## config.mk

```make
export PLATFORM = sky130hd
export DESIGN_NAME = uart_rx_flat
export DESIGN_NICKNAME = d
export VERILOG_FILES = /design/src/rtl/uart_rx_if.sv /design/src/rtl/uart_rx.sv /design/src/flat_wrapper.sv
export SDC_FILE = /design/constraint.sdc
export NUM_CORES = 1
export LEC_CHECK = 0
export CELL_PAD_IN_SITES_DETAIL_PLACEMENT = 1
export CELL_PAD_IN_SITES_GLOBAL_PLACEMENT = 1
export CORE_MARGIN = 1.5
export CORE_UTILIZATION = 40
export CTS_CLUSTER_DIAMETER = 40
export DETAILED_ROUTE_END_ITERATION = 10
export GPL_TIMING_DRIVEN = 0
export HOLD_SLACK_MARGIN = 0.08
export PLACE_DENSITY = 0.76
export SLEW_MARGIN = 20
export SYNTH_ARGS = -nofsm -noshare
export SYNTH_HDL_FRONTEND = slang
export SYNTH_SLANG_ARGS = --single-unit
export TNS_END_PERCENT = 1
```

## constraint.sdc

```tcl
create_clock -name clk -period 5.4 [get_ports clk]
set_clock_uncertainty 0.2 [all_clocks]
set_input_delay 1.08 -clock clk [delete_from_list [all_inputs] [get_ports clk]]
set_output_delay 1.08 -clock clk [all_outputs]
set_load 0.01 [all_outputs]
```

## src/rtl/uart_rx_if.sv

```systemverilog
// uart_rx consumer-side bundle: receive enable in, byte and status pulses out.
interface uart_rx_if #(
  parameter int PAYLOAD_BITS = 8
);
  logic                    uart_rx_en;
  logic                    uart_rx_valid;
  logic [PAYLOAD_BITS-1:0] uart_rx_data;
  logic                    uart_rx_frame_err;
  logic                    uart_rx_break;

  modport master (
    output uart_rx_en,
    input  uart_rx_valid,
    input  uart_rx_data,
    input  uart_rx_frame_err,
    input  uart_rx_break
  );

  modport slave (
    input  uart_rx_en,
    output uart_rx_valid,
    output uart_rx_data,
    output uart_rx_frame_err,
    output uart_rx_break
  );
endinterface

```

## src/rtl/uart_rx.sv

```systemverilog
// UART receiver: oversampled 8N1-style framing, mid-bit sampling,
// one-cycle valid / frame error / break pulses.
module uart_rx #(
  parameter int BIT_RATE     = 9600,
  parameter int CLK_HZ       = 500000,
  parameter int PAYLOAD_BITS = 8
) (
  input  logic     clk,
  input  logic     resetn,
  input  logic     uart_rxd,
  uart_rx_if.slave rx
);
  localparam int CYCLES_PER_BIT = CLK_HZ / BIT_RATE;
  localparam int HALF_BIT       = CYCLES_PER_BIT / 2;
  localparam int CW = $clog2(CYCLES_PER_BIT);
  localparam int IW = (PAYLOAD_BITS > 1) ? $clog2(PAYLOAD_BITS) : 1;

  typedef enum logic [2:0] {
    IDLE, START, RECV, STOP, WAIT_HIGH
  } state_t;

  state_t                  state, state_n;
  logic [CW-1:0]           cnt, cnt_n;
  logic [IW-1:0]           idx, idx_n;
  logic [PAYLOAD_BITS-1:0] sr, sr_n;
  logic [PAYLOAD_BITS-1:0] data_q, data_n;
  logic                    valid_q, valid_n;
  logic                    ferr_q, ferr_n;
  logic                    brk_q, brk_n;
  logic [1:0]              sync;
  logic                    rxd_s;

  assign rxd_s = sync[1];

  // Synchroniser resets to the idle level so reset never looks like a start bit
  always_ff @(posedge clk) begin
    if (!resetn) sync <= 2'b11;
    else         sync <= {sync[0], uart_rxd};
  end

  always_ff @(posedge clk) begin
    if (!resetn) begin
      state   <= IDLE;
      cnt     <= '0;
      idx     <= '0;
      sr      <= '0;
      data_q  <= '0;
      valid_q <= 1'b0;
      ferr_q  <= 1'b0;
      brk_q   <= 1'b0;
    end else begin
      state   <= state_n;
      cnt     <= cnt_n;
      idx     <= idx_n;
      sr      <= sr_n;
      data_q  <= data_n;
      valid_q <= valid_n;
      ferr_q  <= ferr_n;
      brk_q   <= brk_n;
    end
  end

  always_comb begin
    state_n = state;
    cnt_n   = cnt;
    idx_n   = idx;
    sr_n    = sr;
    data_n  = data_q;
    valid_n = 1'b0;
    ferr_n  = 1'b0;
    brk_n   = 1'b0;
    unique case (state)
      IDLE: begin
        cnt_n = '0;
        if (rx.uart_rx_en && !rxd_s) state_n = START;
      end
      START: begin
        if (cnt == CW'(HALF_BIT - 1)) begin
          cnt_n   = '0;
          idx_n   = '0;
          state_n = rxd_s ? IDLE : RECV;
        end else begin
          cnt_n = cnt + CW'(1);
        end
      end
      RECV: begin
        if (cnt == CW'(CYCLES_PER_BIT - 1)) begin
          cnt_n = '0;
          // LSB arrives first, so shift in from the top
          sr_n  = (sr >> 1) |
                  (PAYLOAD_BITS'(rxd_s) << (PAYLOAD_BITS - 1));
          if (idx == IW'(PAYLOAD_BITS - 1)) state_n = STOP;
          else                              idx_n   = idx + IW'(1);
        end else begin
          cnt_n = cnt + CW'(1);
        end
      end
      STOP: begin
        if (cnt == CW'(CYCLES_PER_BIT - 1)) begin
          cnt_n = '0;
          if (rxd_s) begin
            data_n  = sr;
            valid_n = 1'b1;
            state_n = IDLE;
          end else begin
            ferr_n  = 1'b1;
            brk_n   = (sr == '0);
            state_n = WAIT_HIGH;
          end
        end else begin
          cnt_n = cnt + CW'(1);
        end
      end
      WAIT_HIGH: begin
        if (rxd_s) state_n = IDLE;
      end
      default: state_n = IDLE;
    endcase
  end

  assign rx.uart_rx_valid     = valid_q;
  assign rx.uart_rx_data      = data_q;
  assign rx.uart_rx_frame_err = ferr_q;
  assign rx.uart_rx_break     = brk_q;
endmodule

```

## src/flat_wrapper.sv

```systemverilog
// flat-port wrapper written by rule: the top's interface ports become plain ports
module uart_rx_flat 
#(
  parameter int BIT_RATE     = 9600,
  parameter int CLK_HZ       = 500000,
  parameter int PAYLOAD_BITS = 8
)
  (clk, resetn, uart_rxd, rx_uart_rx_en, rx_uart_rx_valid, rx_uart_rx_data, rx_uart_rx_frame_err, rx_uart_rx_break);
  uart_rx_if #(.PAYLOAD_BITS(PAYLOAD_BITS)) rx_i ();
  input  logic clk;
  input  logic resetn;
  input  logic uart_rxd;
  input wire logic [$bits(rx_i.uart_rx_en)-1:0] rx_uart_rx_en;
  output wire logic [$bits(rx_i.uart_rx_valid)-1:0] rx_uart_rx_valid;
  output wire logic [$bits(rx_i.uart_rx_data)-1:0] rx_uart_rx_data;
  output wire logic [$bits(rx_i.uart_rx_frame_err)-1:0] rx_uart_rx_frame_err;
  output wire logic [$bits(rx_i.uart_rx_break)-1:0] rx_uart_rx_break;
  assign rx_i.uart_rx_en = rx_uart_rx_en;
  assign rx_uart_rx_valid = rx_i.uart_rx_valid;
  assign rx_uart_rx_data = rx_i.uart_rx_data;
  assign rx_uart_rx_frame_err = rx_i.uart_rx_frame_err;
  assign rx_uart_rx_break = rx_i.uart_rx_break;
  uart_rx #(.BIT_RATE(BIT_RATE), .CLK_HZ(CLK_HZ), .PAYLOAD_BITS(PAYLOAD_BITS)) u_core (.clk(clk), .resetn(resetn), .uart_rxd(uart_rxd), .rx(rx_i));
endmodule
```

==> metrics.csv <==
metric;value;unit
avgRoutedWirePerCell;14.60;um
yosysTopAreaCell;dfxtp_1;
crit_chain;clkdlybuf4s50_1;
cp.required;4.12;ns
drcViolationCount;0;
p_sw_share;23.06;%
portBuffers;14;
r2r_cells;7;
nets;188;
muxShareOfSynthArea;13.05;%
finalHoldViolations;0;
ys_warn_count;0;
start_util;41.90;%
outcome;completed;
synth_most_common_cell;dfxtp_1;
syn_area_per_cell;9.648;um^2
critPathBufInv;1;
root_buffer;clkbuf_8;
async_reset_ff_share;0;%
ant_nets;0;
p_switching;100.9;uW
antenna_found_initial;0;
pwr-share-comb;2.5;%
p_leak;0.0007501;uW
crit_arrival;1.18;ns
drtIter0Drc;32;
slowest_stage;clkdlybuf4s50_1;
multiInputGateArea;804.5;um^2
slew_violations;0;
yosys.area.top_type_share;43.07;%
finalCritPeriodShare;45.59;%
worst-path-max-fanout;2;
viasPerCell;5.297;
rows;22;
dp_hpwl;2.540;mm
layout_min_cycle_time;2.462;ns
ys.flop_type;dfxtp_1;
ctsLongestPathBuffers;2;
cts_tree;yes;
yosys.area_share.adder;3.263;%
die_h;64.93;um
synth_area;0.001534;mm^2
internal-power;336.7;uW
power_density;240.4;mW/mm^2
ys_ff_latch;33;
first_pass_iters;4;
fin_tns_setup;0;ns
place_congestion;0.7705;
end_kind;output pin;
grt_pass1_wl;5.692;mm
max-slew-margin-rel;67.15;%
ios;15;
worst-path-stages;1;
setup_viol;0;
area_growth;18.68;%
die_area;0.004215;mm^2
h-tree-depth;2;
cts_buffers;5;
routed_wl;3.343;mm
ys_seq_area_share;43.07;%
die_w;64.93;um
holdPathStages;1;
start_kind;flip-flop;
grt_pass1_vias;1273;
rsz0062_at_grt;no;
yosys.area_share.simple;23.25;%
diodes;0;
seqCellArea;660.6;um^2
grt_usage;17.75;%
hp-class;flip-flop to flip-flop;
utilization;49.73;%
seqPwrFrac;55.9;%
worstSetupPathType;flip-flop to output pin;
fmax;0.4062;GHz
crit_family;buffers and inverters;
synth_commonest_cells;dfxtp_1, nor2_1, mux2i_1;
drive_above_1_share;12.15;%
grt_max_degree;12;
synth-xor-area-share;0;%
cts_setup_buffers;0;
syn_inst;159;
cpPeakStageDelay;0.55;ns
synth_compound_area_share;12.89;%
clk_pin_slew;0.08;ns
synth_edf_count;0;
coreArea;0.003661;mm^2
p_clk_share;41.6;%
holdBufCountCts;0;
fill_cells;430;
synth_cell_types;40;
synth_nets;167;
synth_area_leaders;dfxtp_1, mux2i_1, nor2_1;
clock_sinks;33;
vias;1213;
peakVddDrop;0.1480;mV
synth_top_family_by_area;simple AND/OR/NAND/NOR gates;
overflow;0;
drv_cap;0;
worst_skew_pair.late_latency;0.29;ns
worstMarginPinSlew;0.4927;ns
postCtsResizedCells;0;
## state kept, by name, summed over array words and instances, names as in the netlist, 2 cells and up
signal,count
u_core.rx.uart_rx_data,8
u_core.sync,2
u_core.idx,3
u_core.state,3
u_core.cnt,6
u_core.sr,8
## metrics by stage
stage | setup slack, ns | power (uW) | cells | hold WS [ns] | area, um^2
global route | 2.817 | 453.0 | 229 | 0.2324 | 1821
global placement | 2.666 | 260.8 | 221 | 0.1941 | 1734
finish | 2.938 | 437.6 | 229 | 0.1914 | 1821
detailed placement | 2.608 | 261.3 | 221 | 0.1970 | 1734
floorplan | 3.459 | 256.0 | 159 | 0.1863 | 1534
CTS | 2.899 | 443.6 | 229 | 0.1976 | 1821
## power by group through the flow
stage | logic (uW) | clock network, uW | registers (uW)
6_report | 10.8 | 182 | 245
5_1_grt | 12.0 | 196 | 245
4_1_cts | 11.2 | 188 | 245
3_5_place_dp | 11.0 | 0 | 250
3_3_place_gp | 10.6 | 0 | 250
2_1_floorplan | 5.91 | 0 | 250
## layer usage
metal	wire length [um]	up-vias	GRT usage (%)	share of wire (%)
li1	-	603	-	-
met1	1489	593	20.95	45
met2	1732	13	31.19	52
met3	87	4	4.688	2.6
met4	33	0	5.585	0.99
met5	0	-	0	0
## worst paths after layout
kind                                                               end  slack (ns)                                    from
worst max register to register  u_core.rx.uart_rx_data[2]$_SDFFE_PN0P_        3.46              u_core.cnt[0]$_SDFFE_PN0P_
worst max-delay path                                rx_uart_rx_data[3]        2.94  u_core.rx.uart_rx_data[3]$_SDFFE_PN0P_
worst min register to register               u_core.sync[1]$_SDFF_PN1_        0.19               u_core.sync[0]$_SDFF_PN1_
worst min-delay path                         u_core.sync[1]$_SDFF_PN1_        0.19               u_core.sync[0]$_SDFF_PN1_
## kinds of logic (layout without fill, tap and decap cells)
logic type / Yosys count / count (layout)
fa+ha+maj: 4 / 4
simple gates: 66 / 66
compound gates: 22 / 22
flops: 33 / 33
buf+inv: 14 / 36
mux: 20 / 20
## placed cells by master (no fill, tap or decap), drive strengths merged, types with 2 or more instances in the layout
cell type / netlist / final
dfxtp: 33 / 33
o211ai: 3 / 3
clkdlybuf4s50: 0 / 14
nand2: 12 / 12
clkinv: 0 / 2
and3b: 2 / 2
nor2: 22 / 22
nor3: 2 / 2
mux2i: 20 / 20
nand4b: 2 / 2
buf: 3 / 3
inv: 4 / 4
nand4: 2 / 2
nor4: 3 / 3
nor3b: 2 / 2
ha: 4 / 4
nand2b: 5 / 5
o21ai: 3 / 3
o31ai: 2 / 2
a21oi: 5 / 5
nand3: 9 / 9
clkbuf: 7 / 12
## layout make-up
type                            instances  area share [%]
Tap cell                               48           3.299
Multi-Input combinational cell        112           44.19
Buffer                                 10           2.955
Inverter                                4          0.8247
Clock inverter                          3          0.9622
Timing Repair Buffer                   14           7.698
Clock buffer                            5           3.780
Sequential cell                        33           36.29
Note: power is estimated with default switching activity, not from simulation.
